`config.mk`:
```
export PLATFORM = sky130hd
export DESIGN_NAME = hybrid_pwm_sd_mc
export DESIGN_NICKNAME = d
export VERILOG_FILES = /design/src/rtl/hybrid_dac_pkg.sv /design/src/rtl/hybrid_pwm_sd_scaler.sv /design/src/rtl/hybrid_pwm_sd_mc.sv
export SDC_FILE = /design/constraint.sdc
export NUM_CORES = 1
export LEC_CHECK = 0
export ABC_AREA = 1
export BUFFER_PORTS_ARGS = -buffer_cell sky130_fd_sc_hd__buf_2
export CAP_MARGIN = 15
export CELL_PAD_IN_SITES_DETAIL_PLACEMENT = 0
export CELL_PAD_IN_SITES_GLOBAL_PLACEMENT = 2
export CORE_ASPECT_RATIO = 1.25
export CORE_MARGIN = 2
export CORE_UTILIZATION = 33
export CTS_CLUSTER_DIAMETER = 40
export DETAILED_ROUTE_END_ITERATION = 16
export GPL_TIMING_DRIVEN = 0
export PLACE_DENSITY_LB_ADDON = 0.1
export SLEW_MARGIN = 40
export SYNTH_ARGS = -nofsm -noshare
export SYNTH_HDL_FRONTEND = slang
export SYNTH_SLANG_ARGS = --single-unit
```
`constraint.sdc`:
```
create_clock -name clk -period 5 [get_ports clk]
set_input_delay 0.5 -clock clk [delete_from_list [all_inputs] [get_ports clk]]
set_output_delay 0.5 -clock clk [all_outputs]
set_load 0.03 [all_outputs]
```
`src/rtl/hybrid_dac_pkg.sv`:
```
// Shared types and constant helpers for the hybrid PWM / sigma-delta DAC.
package hybrid_dac_pkg;

  // Anti-pop sequencer states
  typedef enum logic [1:0] {
    ST_INIT = 2'd0,
    ST_RUN  = 2'd1,
    ST_TERM = 2'd2,
    ST_DONE = 2'd3
  } dac_state_e;

  // Full-scale input maps to (2^p - 2) PWM steps, expressed in DW-bit units
  function automatic logic [63:0] scale_const(input int dw, input int p);
    logic [63:0] k;
    k = (64'd1 << p) - 64'd2;
    return k << (dw - p);
  endfunction

  // Rounding offset of the scaled product: one PWM step in the product domain
  function automatic logic [63:0] offset_const(input int dw, input int p);
    return 64'd1 << (2 * dw - p);
  endfunction

endpackage

```
`src/rtl/hybrid_pwm_sd_scaler.sv`:
```
// Shared combinational scale-and-add: sum = ((x*K + OFF) >> DW) + frac + dith.
// The result cannot wrap with dith == 0: the scaled value tops out below
// (2^P - 1) * 2^(DW-P) and frac is strictly below 2^(DW-P).
module hybrid_pwm_sd_scaler
  import hybrid_dac_pkg::*;
#(
  parameter int DW       = 16,
  parameter int PWM_BITS = 5
) (
  input  logic [DW-1:0]          x,
  input  logic [DW-PWM_BITS-1:0] frac,
  input  logic [DW-1:0]          dith,
  output logic [DW-1:0]          sum
);

  localparam logic [2*DW-1:0] SCALE  = (2*DW)'(scale_const(DW, PWM_BITS));
  localparam logic [2*DW-1:0] OFFSET = (2*DW)'(offset_const(DW, PWM_BITS));

  logic [DW-1:0] s;

  // Full-precision product, upper half kept
  assign s   = DW'(({{DW{1'b0}}, x} * SCALE + OFFSET) >> DW);
  assign sum = s + {{PWM_BITS{1'b0}}, frac} + dith;

endmodule

```
`src/rtl/hybrid_pwm_sd_mc.sv`:
```
// Multi-channel hybrid PWM / first-order sigma-delta audio DAC with an
// anti-pop ramp sequencer. One scaler is shared round-robin: channel ch
// is refreshed at each PWM period end, so each channel updates once every
// CHANNELS periods.
// Optional dither: define HYBRID_PWM_SD_DITHER_EN to add LFSR noise below
// the threshold split while running.
module hybrid_pwm_sd_mc
  import hybrid_dac_pkg::*;
#(
  parameter int                   CHANNELS   = 2,
  parameter int                   DW         = 16,
  parameter int                   PWM_BITS   = 5,
  parameter int                   DUMP_BITS  = 8,
  parameter int                   RAMP_BITS  = 14,
  parameter logic [RAMP_BITS-1:0] RAMP_START = 14'h3E00
) (
  input  logic                   clk,
  input  logic                   reset,
  input  logic                   terminate,
  input  logic [CHANNELS*DW-1:0] d,
  output logic [CHANNELS-1:0]    q,
  output logic                   running,
  output logic                   terminated
);

  localparam int FW   = DW - PWM_BITS;
  localparam int CW   = (CHANNELS > 1) ? $clog2(CHANNELS) : 1;
  localparam int RMSB = RAMP_BITS - 1;

  // Accumulator reset value has its top 4 bits set; only the fraction is
  // stored, the integer part of the last sum lives in thr.
  localparam logic [DW-1:0]       ACC_RST   = {4'hF, {(DW-4){1'b0}}};
  localparam logic [FW-1:0]       FRAC_RST  = ACC_RST[FW-1:0];
  localparam logic [FW-1:0]       FRAC_HALF = {1'b1, {(FW-1){1'b0}}};
  localparam logic [PWM_BITS-1:0] THR_RST   = {{(PWM_BITS-1){1'b1}}, 1'b0};

  logic [PWM_BITS-1:0]  cnt;
  logic [PWM_BITS-1:0]  thr      [CHANNELS];
  logic [FW-1:0]        acc_frac [CHANNELS];
  logic [CW-1:0]        ch;
  logic [DUMP_BITS-1:0] dump_cnt;
  logic                 dump;
  logic                 period_end;
  logic [RAMP_BITS-1:0] ramp, ramp_n;
  dac_state_e           state, state_n;

  logic [DW-1:0] ramp_x;
  logic [DW-1:0] d_sel;
  logic [DW-1:0] x_sel;
  logic [FW-1:0] frac_sel;
  logic [DW-1:0] dith;
  logic [DW-1:0] sum;

  assign period_end = (cnt == '1);

  // Ramp value aligned to the top of the sample word
  always_comb begin
    ramp_x = '0;
    ramp_x[DW-1 -: RAMP_BITS] = ramp;
  end

  assign d_sel    = d[ch*DW +: DW];
  assign x_sel    = (state == ST_RUN) ? d_sel : ramp_x;
  assign frac_sel = acc_frac[ch];

`ifdef HYBRID_PWM_SD_DITHER_EN
  logic [15:0] lfsr;

  // Galois LFSR stepped once per PWM period
  always_ff @(posedge clk) begin
    if (reset) begin
      lfsr <= 16'hACE1;
    end else if (period_end) begin
      lfsr <= lfsr[0] ? ((lfsr >> 1) ^ 16'hB400) : (lfsr >> 1);
    end
  end

  // Dither only while playing real samples
  always_comb begin
    dith = '0;
    if (state == ST_RUN) dith[FW-3:0] = lfsr[FW-3:0];
  end
`else
  assign dith = '0;
`endif

  hybrid_pwm_sd_scaler #(
    .DW       (DW),
    .PWM_BITS (PWM_BITS)
  ) u_scaler (
    .x    (x_sel),
    .frac (frac_sel),
    .dith (dith),
    .sum  (sum)
  );

  // PWM counter and outputs; the period-end set wins over the threshold clear
  always_ff @(posedge clk) begin
    if (reset) begin
      cnt <= '1;
      q   <= '1;
    end else begin
      cnt <= cnt + 1'b1;
      for (int c = 0; c < CHANNELS; c++) begin
        if (period_end)       q[c] <= 1'b1;
        else if (cnt == thr[c]) q[c] <= 1'b0;
      end
    end
  end

  // Round-robin sigma-delta update; dump recentres every fraction
  always_ff @(posedge clk) begin
    if (reset) begin
      ch <= '0;
      for (int c = 0; c < CHANNELS; c++) begin
        thr[c]      <= THR_RST;
        acc_frac[c] <= FRAC_RST;
      end
    end else begin
      if (period_end) begin
        thr[ch]      <= sum[DW-1 -: PWM_BITS];
        acc_frac[ch] <= sum[FW-1:0];
        ch           <= (ch == CW'(CHANNELS - 1)) ? '0 : ch + 1'b1;
      end
      if (dump) begin
        for (int c = 0; c < CHANNELS; c++) acc_frac[c] <= FRAC_HALF;
      end
    end
  end

  // Dump divider: one-cycle pulse just after the period end that saw zero
  always_ff @(posedge clk) begin
    if (reset) begin
      dump_cnt <= '0;
      dump     <= 1'b0;
    end else begin
      dump <= period_end && (dump_cnt == '0);
      if (period_end) dump_cnt <= dump_cnt + 1'b1;
    end
  end

  // Anti-pop sequencer next state and ramp
  always_comb begin
    state_n = state;
    ramp_n  = ramp;
    case (state)
      ST_INIT: begin
        if (dump) begin
          if (!ramp[RMSB]) begin
            state_n = ST_RUN;
          end else begin
            ramp_n = ramp - 1'b1;
            if (!ramp_n[RMSB]) state_n = ST_RUN;
          end
        end
      end
      ST_RUN: begin
        if (terminate) begin
          ramp_n  = ramp + 1'b1;
          state_n = ST_TERM;
        end
      end
      ST_TERM: begin
        if (dump) begin
          if (!terminate) begin
            state_n = ST_INIT;
          end else if (ramp == '1) begin
            state_n = ST_DONE;
          end else begin
            ramp_n = ramp + 1'b1;
            if (ramp_n == '1) state_n = ST_DONE;
          end
        end
      end
      ST_DONE: begin
        ramp_n = '1;
        if (dump && !terminate) state_n = ST_INIT;
      end
      default: state_n = ST_INIT;
    endcase
  end

  // Sequencer registers and registered status decodes
  always_ff @(posedge clk) begin
    if (reset) begin
      state      <= ST_INIT;
      ramp       <= RAMP_START;
      running    <= 1'b0;
      terminated <= 1'b0;
    end else begin
      state      <= state_n;
      ramp       <= ramp_n;
      running    <= (state_n == ST_RUN);
      terminated <= (state_n == ST_DONE);
    end
  end

endmodule

```
## Word-level counts from Yosys, hierarchy flattened

Memories as Yosys holds them, arrays and structs flattened. A register that Yosys moved wholly into a read port is not among the register bits.
Index checks and enable logic that the tools add are counted.

- Add/sub/neg operators: 7
- Multipliers: 1
- Divide/modulo/power cells: 0
- Magnitude comparators: 0
- Eq/ne operators: 18
- Shift operators: 1
- Multiplexer cells: 37
- Bitwise operators: 8
- Reduce and logical (&&, ||, !) cells: 10

Operator list:

| cell | count |
|---|---|
| 14-bit 2-to-1 mux | 6 |
| 14-bit case mux with 4 select lines | 1 |
| 11-bit 2-to-1 mux | 3 |
| 32-bit by 28-bit adder with 32-bit output (second input constant) | 1 |
| 32-bit by 6-bit indexed part select with 16-bit output | 1 |
| 14-bit == test (second input constant) | 2 |
| 16-bit by 4-bit multiplier with 20-bit output (second input constant) | 1 |
| 2-bit 2-to-1 mux | 9 |
| 16-bit by 11-bit adder with 16-bit output | 1 |
| 16-bit 2-to-1 mux | 1 |
| 1-bit 2-to-1 mux | 15 |
| 14-bit by 1-bit adder with 14-bit output (second input constant) | 1 |
| 14-bit by 1-bit subtractor with 14-bit output (second input constant) | 1 |
| 2-bit inequality test (second input constant) | 6 |
| 11-bit OR reduction | 1 |
| 5-bit == test | 2 |
| 8-bit by 1-bit adder with 8-bit output (second input constant) | 1 |
| 8-bit logical NOT | 1 |
| 2-bit case mux with 4 select lines | 1 |
| 2-bit == test (second input constant) | 3 |
| 6-bit AND reduction | 1 |
| 5-bit by 1-bit adder with 5-bit output (second input constant) | 1 |
| 5-bit == test (second input constant) | 1 |
| 5-bit 2-to-1 mux | 1 |
| 12 further kinds | 20 |

- Register bits after elaboration: 35
- Latch bits: 0
- Bits in writable memories: 32
- Memory bits (read-only): 0
- Input bits: 35
- Output and inout port bits: 4
- Logic and storage cells: 95
- Memories: 2

Memories:

| memory | words | bits a word | read ports | clocked after Yosys merged registers in | write ports | line | text |
|---|---|---|---|---|---|---|---|
| acc_frac | 2 | 11 | 1 | 1 | 2 | hybrid_pwm_sd_mc.sv:39 | `logic [FW-1:0] acc_frac [CHANNELS];` |
| thr | 2 | 5 | 2 | 0 | 2 | hybrid_pwm_sd_mc.sv:38 | `logic [PWM_BITS-1:0] thr [CHANNELS];` |

## Depth between registers and ports, before layout

Gate-level depths: netlist of run 1.

- Depth in word-level cells: 9
- Gate-level depth with buffers: 31
- Gate-level depth less buffers: 30

## Hierarchy

A second synthesis of run 1 with hierarchy kept.

- Cell total of the unflattened synthesis: 926
- Area total of the unflattened synthesis: 6925.4 um2

By module, submodules not included:

| module | instances | cells each | area an instance (um2) | sequential area each (um2) |
|---|---|---|---|---|
| hybrid_pwm_sd_mc | 1 | 552 | 4192.8 | 1681.6 |
| hybrid_pwm_sd_scaler | 1 | 374 | 2732.6 | 0.0 |

## Worst setup path before layout of run 1

OpenSTA, ideal clock, no wires.

- Kind: reg-to-reg
- Start point: reg state[1]
- End point: mem thr[0][1] (data pin)
- Library setup time: 0.265 ns
- Arrival time: 4.988 ns
- Required time: 4.735 ns
- Slack: -0.253 ns
- Cell stages (with the launch flop): 26
- Path buffers: 2
- Period minus slack after synthesis: 5.253 ns
- Cell sequence: dfxtp_1 -> inv_1 -> ha_1 -> clkbuf_1 -> clkbuf_1 -> o21ai_0 -> fa_1 -> fa_1 -> inv_1 -> ha_1 -> a21o_1 -> nand2_1 -> nand3_1 -> a21o_1 -> nand2_1 -> nand2_1 -> xor2_1 -> ha_1 -> nand2_1 -> nor3_1 -> nand3_1 -> o2111ai_1 -> nand2_1 -> a21oi_2 -> xor2_1 -> nand2_1

RTL lines:

| what | line | text |
|---|---|---|
| from (decl) | hybrid_pwm_sd_mc.sv:45 | `dac_state_e state, state_n;` |
| from (signal assigned) | hybrid_pwm_sd_mc.sv:191 | `state <= state_n;` |
| to (decl) | hybrid_pwm_sd_mc.sv:38 |  |

==> reports/metrics.csv, run 1 <==
metric,value,unit
cts.clk_slew.worst_paths,60,ps
max_stage_delay,490,ps
hold_viol,0,
netlist_instances,861,
clock_latency,350,ps
final_area,8183,µm²
clock_sinks,68,
grtUsageTotal,18.24,%
die_w,128.5,µm
r2r_cells,27,
place_area,6884,µm²
fin_tns_setup,0,ps
cp.depth,27,
drtIter0Drc,227,
antenna_found_initial,0,
h-tree-depth,3,
synth-edff-count,32,
vias_per_cell,4.961,
ys_seq_area_share,26.31,%
hold_depth,1,
ys.flop_type,dfxtp_1,
drive_above_1_share,26.77,%
ys_types,47,
clockBufferDepth,2,
yosysWarnings,0,
ant_nets,0,
reg2reg_slack,160,ps
final_common_cell,nand2_1,
drv_slew,0,
hold_path.class,register to register,
hold_start,dump_cnt[6],
dp_cells,1131,
areaGrowthSynthToFinish,28.01,%
pin_count,39,
rr_endpoint,thr[1][1],
r2r-start,state[1],
drc,0,
grt_pass1_vias,6065,
place.gp.congestion,0.8294,
num_antenna_cells,0,
cts_tree,built,
wl_per_cell,15.26,µm
path_max_fanout,5,
cts_hold_buf,0,
grt_pass1_wl,29450,µm
final_cell_mix,"nand2_1 (159), inv_1 (99), nor2_1 (90)",
drt-total-wl,18190,µm
setup-violations-final,0,
final_util,43.41,%
path_common_cell,nand2_1,
num_rows,56,
period_share,96.79,%
root_buffer,clkbuf_16,
synth_fp_nets,976,
finalClockSkew,12.37,ps
slew_headroom,54.78,%
die_area,20510,µm²
crit_required,5080,ps
die_y,159.6,µm
syn_avg_cell_area,7.424,µm²
crit_arrival,4920,ps
first_pass_iters,6,
overflow,0,
post-dp-hpwl,14000,µm
cts_made_buffers,9,
nNetsFinal,1070,
critPathLaunchType,register,
vias,5914,
outcome,finished clean,
io_buffers,38,
cpMaxStageDelayCell,fa_1,
syn_area,6392,µm²
ys_seq_elements,68,
drv_cap,0,
initial_utilization,33.92,%
grt_max_degree,14,
endpoint_kind,register,
path_delay_family,adder cells,
path_class,register to register,
fin_crit,4840,ps
final_cells,1192,
rsz0062_at_grt,yes,
core_area,18850,µm²
fmax,206.6,MHz
hold_end,dump,
synthArstFlopShare,0,%
critPathBufInv,4,
tightest_slew,678.3,ps
==> worst reg2reg max path, delay by kind of cell, from the launching register on <==
| kind | cells | cell delay [ps] |
|---|---|---|
| adder cells (fa/ha/maj) | 5 | 1770 |
| XOR/XNOR | 2 | 330 |
| buffers and inverters | 4 | 380 |
| flip-flops | 1 | 350 |
| AO/OA/AOI/OAI | 5 | 700 |
| AND/OR/NAND/NOR | 11 | 1020 |
==> metal layers <==
metal  global-route usage [%]  wire length (µm)
met1                    20.66              7631
met2                    33.68              9446
met3                    2.487               456
met4                    7.692               659
met5                        0                 0
==> state kept, by name (all words and copies together), names as in the netlist, named ones only <==
register	cells
acc_frac	22
ch	1
cnt	5
dump	1
dump_cnt	8
q	2
ramp	14
running	1
state	2
terminated	1
thr	10
==> what timing repair did <==
item                                    CTS  global route
endpoints found under the setup margin   26            17
buffers inserted                         26            20
pin swaps                                24            32
resized for setup                        70            78
==> cell usage after synthesis (2+ instances only) <==
cell,n,area share (%)
buf_4,4,0.47
dfxtp_1,36,11
nand2_1,177,10
o211ai_1,3,0.35
buf_1,2,0.12
o22ai_1,2,0.20
nor2_4,3,0.53
or2_2,4,0.39
o21bai_2,2,0.35
inv_2,3,0.18
fa_1,29,9.1
o2111ai_1,2,0.27
a31oi_1,3,0.29
nor2_2,5,0.49
xnor2_1,9,1.2
nand3b_1,2,0.23
nor3_1,11,0.86
o21ai_0,69,5.4
a21oi_2,2,0.27
edfxtp_1,32,15
clkinv_1,2,0.12
clkbuf_1,9,0.53
o21ai_2,2,0.27
a21o_1,5,0.59
a21oi_1,50,3.9
ha_1,51,10
mux2_2,11,1.9
inv_1,111,6.5
nand2_2,11,1.1
a32oi_1,2,0.27
nand3_1,54,4.2
nand4_1,8,0.78
o41ai_1,2,0.27
xor2_1,27,3.7
nor2_1,97,5.7
buf_6,5,0.88
buf_2,4,0.31
==> how the worst max path moves through the flow <==
| stage | endpoint | slack [ps] | from |
|---|---|---|---|
| 2_1_floorplan | thr[0][1] | 6 | state[1] |
| 3_3_place_gp | thr[0][1] | -910 | state[1] |
| 3_5_place_dp | thr[0][1] | -910 | state[1] |
| 4_1_cts | thr[0][1] | 2 | state[1] |
| 5_1_grt | acc_frac[0][8] | -130 | state[1] |
| 6_report | thr[1][1] | 160 | state[1] |
==> final cells by class <==
type                    count  area [µm²]
plain buffers              23       187.7
clock buffers               9       225.2
clock inverters             7       72.57
fillers                  1902       10670
inverters                 116       445.4
multi-input cells         653        4733
flip-flops and latches     68        1689
well taps                 232       290.3
repair buffers             84       539.3
==> metrics by stage <==
stage / hold slack [ps] / setup slack [ps]
CTS: 448.2 / 2.041
global route: 468.0 / -134.4
floorplan: 396.8 / 5.814
finish: 430.5 / 160.5
detailed placement: 431.1 / -913.4
global placement: 435.1 / -908.4
==> kinds of logic (layout without fill, tap and decap cells) <==
| logic type | Yosys count | in the layout | synth area share, % |
|---|---|---|---|
| buf+inv | 140 | 239 | 9.121 |
| compound gates | 153 | 153 | 13.86 |
| xor+xnor | 36 | 36 | 4.933 |
| simple gates | 373 | 373 | 24.78 |
| mux | 11 | 11 | 1.938 |
| fa+ha+maj | 80 | 80 | 19.06 |
| flops | 68 | 68 | 26.31 |
Power of run 1 is left out: the tool's default activity adds up to more than one toggle a clock period on the data nets, which glitch-free logic cannot reach.
==> run 2, diff against run 1 <==
- MAX_ROUTING_LAYER: default -> met4
==> run 2 against run 1 <==
- cell area barely moved
- global-route usage rose by 0.55 points
- fmax fell by 0.52%
- utilization barely moved
- via count barely moved
- critical path type unchanged
- highest routed layer unchanged
==> reports/metrics.csv, run 2 (same netlist as run 1, synthesis figures left out) <==
metric,value,unit
ant_nets,0,
cpMaxStageDelayCell,fa_1,
max_stage_delay,540,ps
io_buffers,38,
hold_viol,0,
pre_cts_ws,-913.4,ps
fmax,205.6,MHz
areaGrowthSynthToFinish,28.11,%
met1_length,7557,µm
first_pass_iters,5,
outcome,finished clean,
fin_ws,135.3,ps
r2r-start,state[1],
core_area,18850,µm²
drive_above_1_share,26.77,%
finalClockSkew,13.84,ps
grt_pass1_wl,29470,µm
grt_max_degree,14,
place.gp.congestion,0.8421,
post-dp-hpwl,14000,µm
slew_headroom,55.22,%
crit_required,5080,ps
drt-total-wl,18140,µm
wl_met3,452,µm
regMostFlops,acc_frac,
grt_pass1_vias,6056,
crit_arrival,4940,ps
final_cell_mix,"nand2_1 (158), inv_1 (99), nor2_1 (90)",
topRoutingLayerUsed,met4,
path_common_cell,nand2_2,
die_area,20510,µm²
dr_wl_met2,9478,µm
critPathLaunchType,register,
antenna_found_initial,0,
endpoint_kind,register,
cts_hold_buf,0,
root_buffer,clkbuf_16,
grtUsageTotal,18.79,%
cts.clk_slew.worst_paths,60,ps
setup-violations-final,0,
path_class,register to register,
period_share,97.29,%
rsz0062_at_grt,yes,
drc,0,
nNetsFinal,1070,
clock_sinks,68,
largest_reg_flops,22,
drtIter0Drc,232,
fillers,1897,
final_common_cell,nand2_1,
cts_tree,built,
fin_crit,4865,ps
hold_path.class,register to register,
drv_cap,0,
cts_made_buffers,9,
vias,5919,
h-tree-depth,3,
die_w,128.5,µm
num_antenna_cells,0,
initial_utilization,33.92,%
hold_start,dump_cnt[6],
die_y,159.6,µm
crit_start,state[1],
vias_per_cell,4.966,
reg.largest.list,"acc_frac x22, ramp x14, thr x10",
num_rows,56,
tightest_slew,671.8,ps
pin_count,39,
path_max_fanout,5,
clockBufferDepth,2,
clock_latency,350,ps
wl_per_cell,15.22,µm
overflow,0,
drv_slew,0,
[run 2: area by class of cell]
cell class / instances / area (µm²) / area share (%)
Sequential cell: 68 / 1689 / 20.63
Buffer: 23 / 187.7 / 2.292
Clock buffer: 9 / 225.2 / 2.750
Inverter: 116 / 445.4 / 5.439
Timing Repair Buffer: 84 / 539.3 / 6.585
Multi-Input combinational cell: 653 / 4740 / 57.88
Tap cell: 232 / 290.3 / 3.545
Clock inverter: 7 / 72.57 / 0.8862
[run 2: critical path: cells and delay by family, from the launching register on]
kind	cells	cell delay, ps
flip-flops	1	350
XOR/XNOR	2	350
AO/OA/AOI/OAI	7	1060
buffers and inverters	3	400
AND/OR/NAND/NOR	8	650
adder cells (fa/ha/maj)	5	1760
[run 2: final timing paths]
| kind | slack [ps] | endpoint | cells after the start |
|---|---|---|---|
| worst max register to register | 140 | thr[1][1] | 25 |
| worst min register to register | 430 | dump | 1 |
| worst min-delay path | 430 | dump | 1 |
| worst max-delay path | 140 | thr[1][1] | 25 |
[run 2: per-layer routing]
layer | GRT usage, % | vias to the layer above
met3 | 2.487 | 27
met4 | 7.542 | 0
met5 | - | -
met2 | 33.68 | 83
li1 | - | 3010
met1 | 20.77 | 2799
[run 2: repair_timing]
action                                  4_1_cts  5_1_grt
pin swaps                                    24       32
endpoints found under the setup margin       26       17
setup buffers                                26       20
gates resized for setup                      70       79
[run 2: stage by stage]
stage          TNS [ps]  hold slack [ps]  cells  util [%]  cell area (µm²)
2_1_floorplan         0            396.8    861         -             6404
3_3_place_gp     -14530            435.1   1131     36.52             6884
3_5_place_dp     -15560            431.1   1131     36.52             6884
4_1_cts               0            448.2   1173     40.81             7691
5_1_grt          -984.5            470.9   1192     43.45             8189
6_report              0            432.5   1192     43.45             8189
Power of run 2 is left out for the same reason.
==> run 3, diff against run 2 <==
- CORE_ASPECT_RATIO: 1.25 -> default
==> run 3 against run 2 <==
- fmax rose by 0.47%
- final cell count rose by 2.5%
- clock skew fell by 2.1 ps
- worst hold slack got worse by 7.2 ps
- utilization fell by 0.12 points
- via count fell by 0.79%
- non-clock buffer count rose by 2
- critical path depth did not move
- die area barely moved
- critical path type unchanged
==> reports/metrics.csv, run 3 (same netlist as run 1, synthesis figures left out) <==
metric,value,unit
setup-violations-final,0,
nNetsFinal,1072,
path_max_fanout,6,
ant_nets,0,
drv_cap,0,
fmax,206.5,MHz
drtIter0Drc,223,
pin_count,39,
fin_crit,4842,ps
grt_pass1_vias,5978,
clock_sinks,68,
period_share,96.83,%
grt_max_degree,14,
overflow,0,
endpoint_kind,register,
grt_pass1_wl,28990,µm
h-tree-depth,3,
drt-total-wl,17750,µm
hold_viol,0,
drive_above_1_share,25.78,%
crit_required,5080,ps
reg.largest.list,"acc_frac x22, ramp x14, thr x10",
final_cell_mix,"nand2_1 (169), inv_1 (98), nor2_1 (93)",
num_rows,50,
io_buffers,38,
post-dp-hpwl,13830,µm
crit_start,state[1],
tightest_slew,649.5,ps
cts_hold_buf,0,
hold_start,dump_cnt[6],
regMostFlops,acc_frac,
wl_per_cell,14.53,µm
core_area,18830,µm²
die_area,20500,µm²
place.gp.congestion,0.8277,
cts_made_buffers,9,
outcome,finished clean,
final_common_cell,nand2_1,
clock_latency,340,ps
largest_reg_flops,22,
r2r-start,state[1],
path_class,register to register,
initial_utilization,33.95,%
slew_headroom,56.70,%
drv_slew,0,
grtUsageTotal,18.61,%
cts.clk_slew.worst_paths,60,ps
vias,5872,
critPathLaunchType,register,
crit_arrival,4920,ps
areaGrowthSynthToFinish,27.64,%
hold_path.class,register to register,
clockBufferDepth,2,
num_antenna_cells,0,
antenna_found_initial,0,
finalClockSkew,11.75,ps
cts_tree,built,
final_util,43.33,%
root_buffer,clkbuf_16,
die_w,143.2,µm
first_pass_iters,4,
die_y,143.2,µm
rsz0062_at_grt,yes,
drc,0,
vias_per_cell,4.805,
==> run 3: cell types whose count changed in the layout (fill, tap and decap cells not counted), sizes merged <==
| cell | previous run | this run |
|---|---|---|
| clkinvlp | 3 | 2 |
| bufinv | 1 | 0 |
| buf | 99 | 101 |
| inv | 115 | 116 |
| clkbuf | 17 | 18 |
==> run 3: final cells by class <==
cell class	instances	area [µm²]
multi-input combinational	653	4632
clock inverter	6	42.54
buffer	23	197.7
timing repair buffer	86	575.6
inverter	116	446.7
fill	1927	10670
sequential	68	1689
tap	260	325.3
clock buffer	10	250.2
==> run 3: stage by stage <==
stage / TNS [ps] / instances / hold slack, ps / instance area, µm² / worst slack, ps
floorplan: 0 / 861 / 396.8 / 6404 / 5.814
global placement: -12130 / 1159 / 416.3 / 6919 / -825.7
detailed placement: -12840 / 1159 / 412.8 / 6919 / -865.6
CTS: 0 / 1207 / 427.0 / 7809 / 3.205
global route: -329.0 / 1222 / 447.5 / 8159 / -97.49
finish: 0 / 1222 / 425.3 / 8159 / 158.3
==> run 3: critical path: stages (launching register included) <==
cell and delay, ps:
dfxtp_4 350, inv_4 60, ha_4 230, clkinvlp_4 130, nor2_1 90, o21ai_1 80, o21ai_2 120, fa_1 480
fa_1 560, ha_4 220, a21oi_4 160, o21bai_4 100, nand2_2 70, nand2_2 60, a21o_1 190, buf_6 120
xor2_2 140, ha_1 360, inv_2 80, nor3_4 180, nand3_1 100, o2111ai_2 90, nand2_1 110, a21oi_2 210
xor2_1 210, nand2_1 70
==> run 3: final timing paths <==
check / endpoint / cells after the start / slack [ps]
min: dump / 1 / 430
max reg2reg: thr[0][1] / 25 / 160
min reg2reg: dump / 1 / 430
max: thr[0][1] / 25 / 160
==> run 3: metal layers <==
metal | vias up | track usage (%) | share of wire [%]
met5 | - | - | 0
met2 | 71 | 32.89 | 50
met4 | 0 | 5.628 | 1.9
met1 | 2765 | 21.68 | 45
met3 | 28 | 2.985 | 2.2
li1 | 3008 | - | -
==> run 3: what timing repair did <==
action | 4_1_cts | 5_1_grt
setup endpoints to repair | 24 | 16
resized for setup | 76 | 59
pin swaps | 31 | 35
setup buffers | 32 | 16
gates cloned | 0 | 1
Power of run 3 is left out for the same reason.
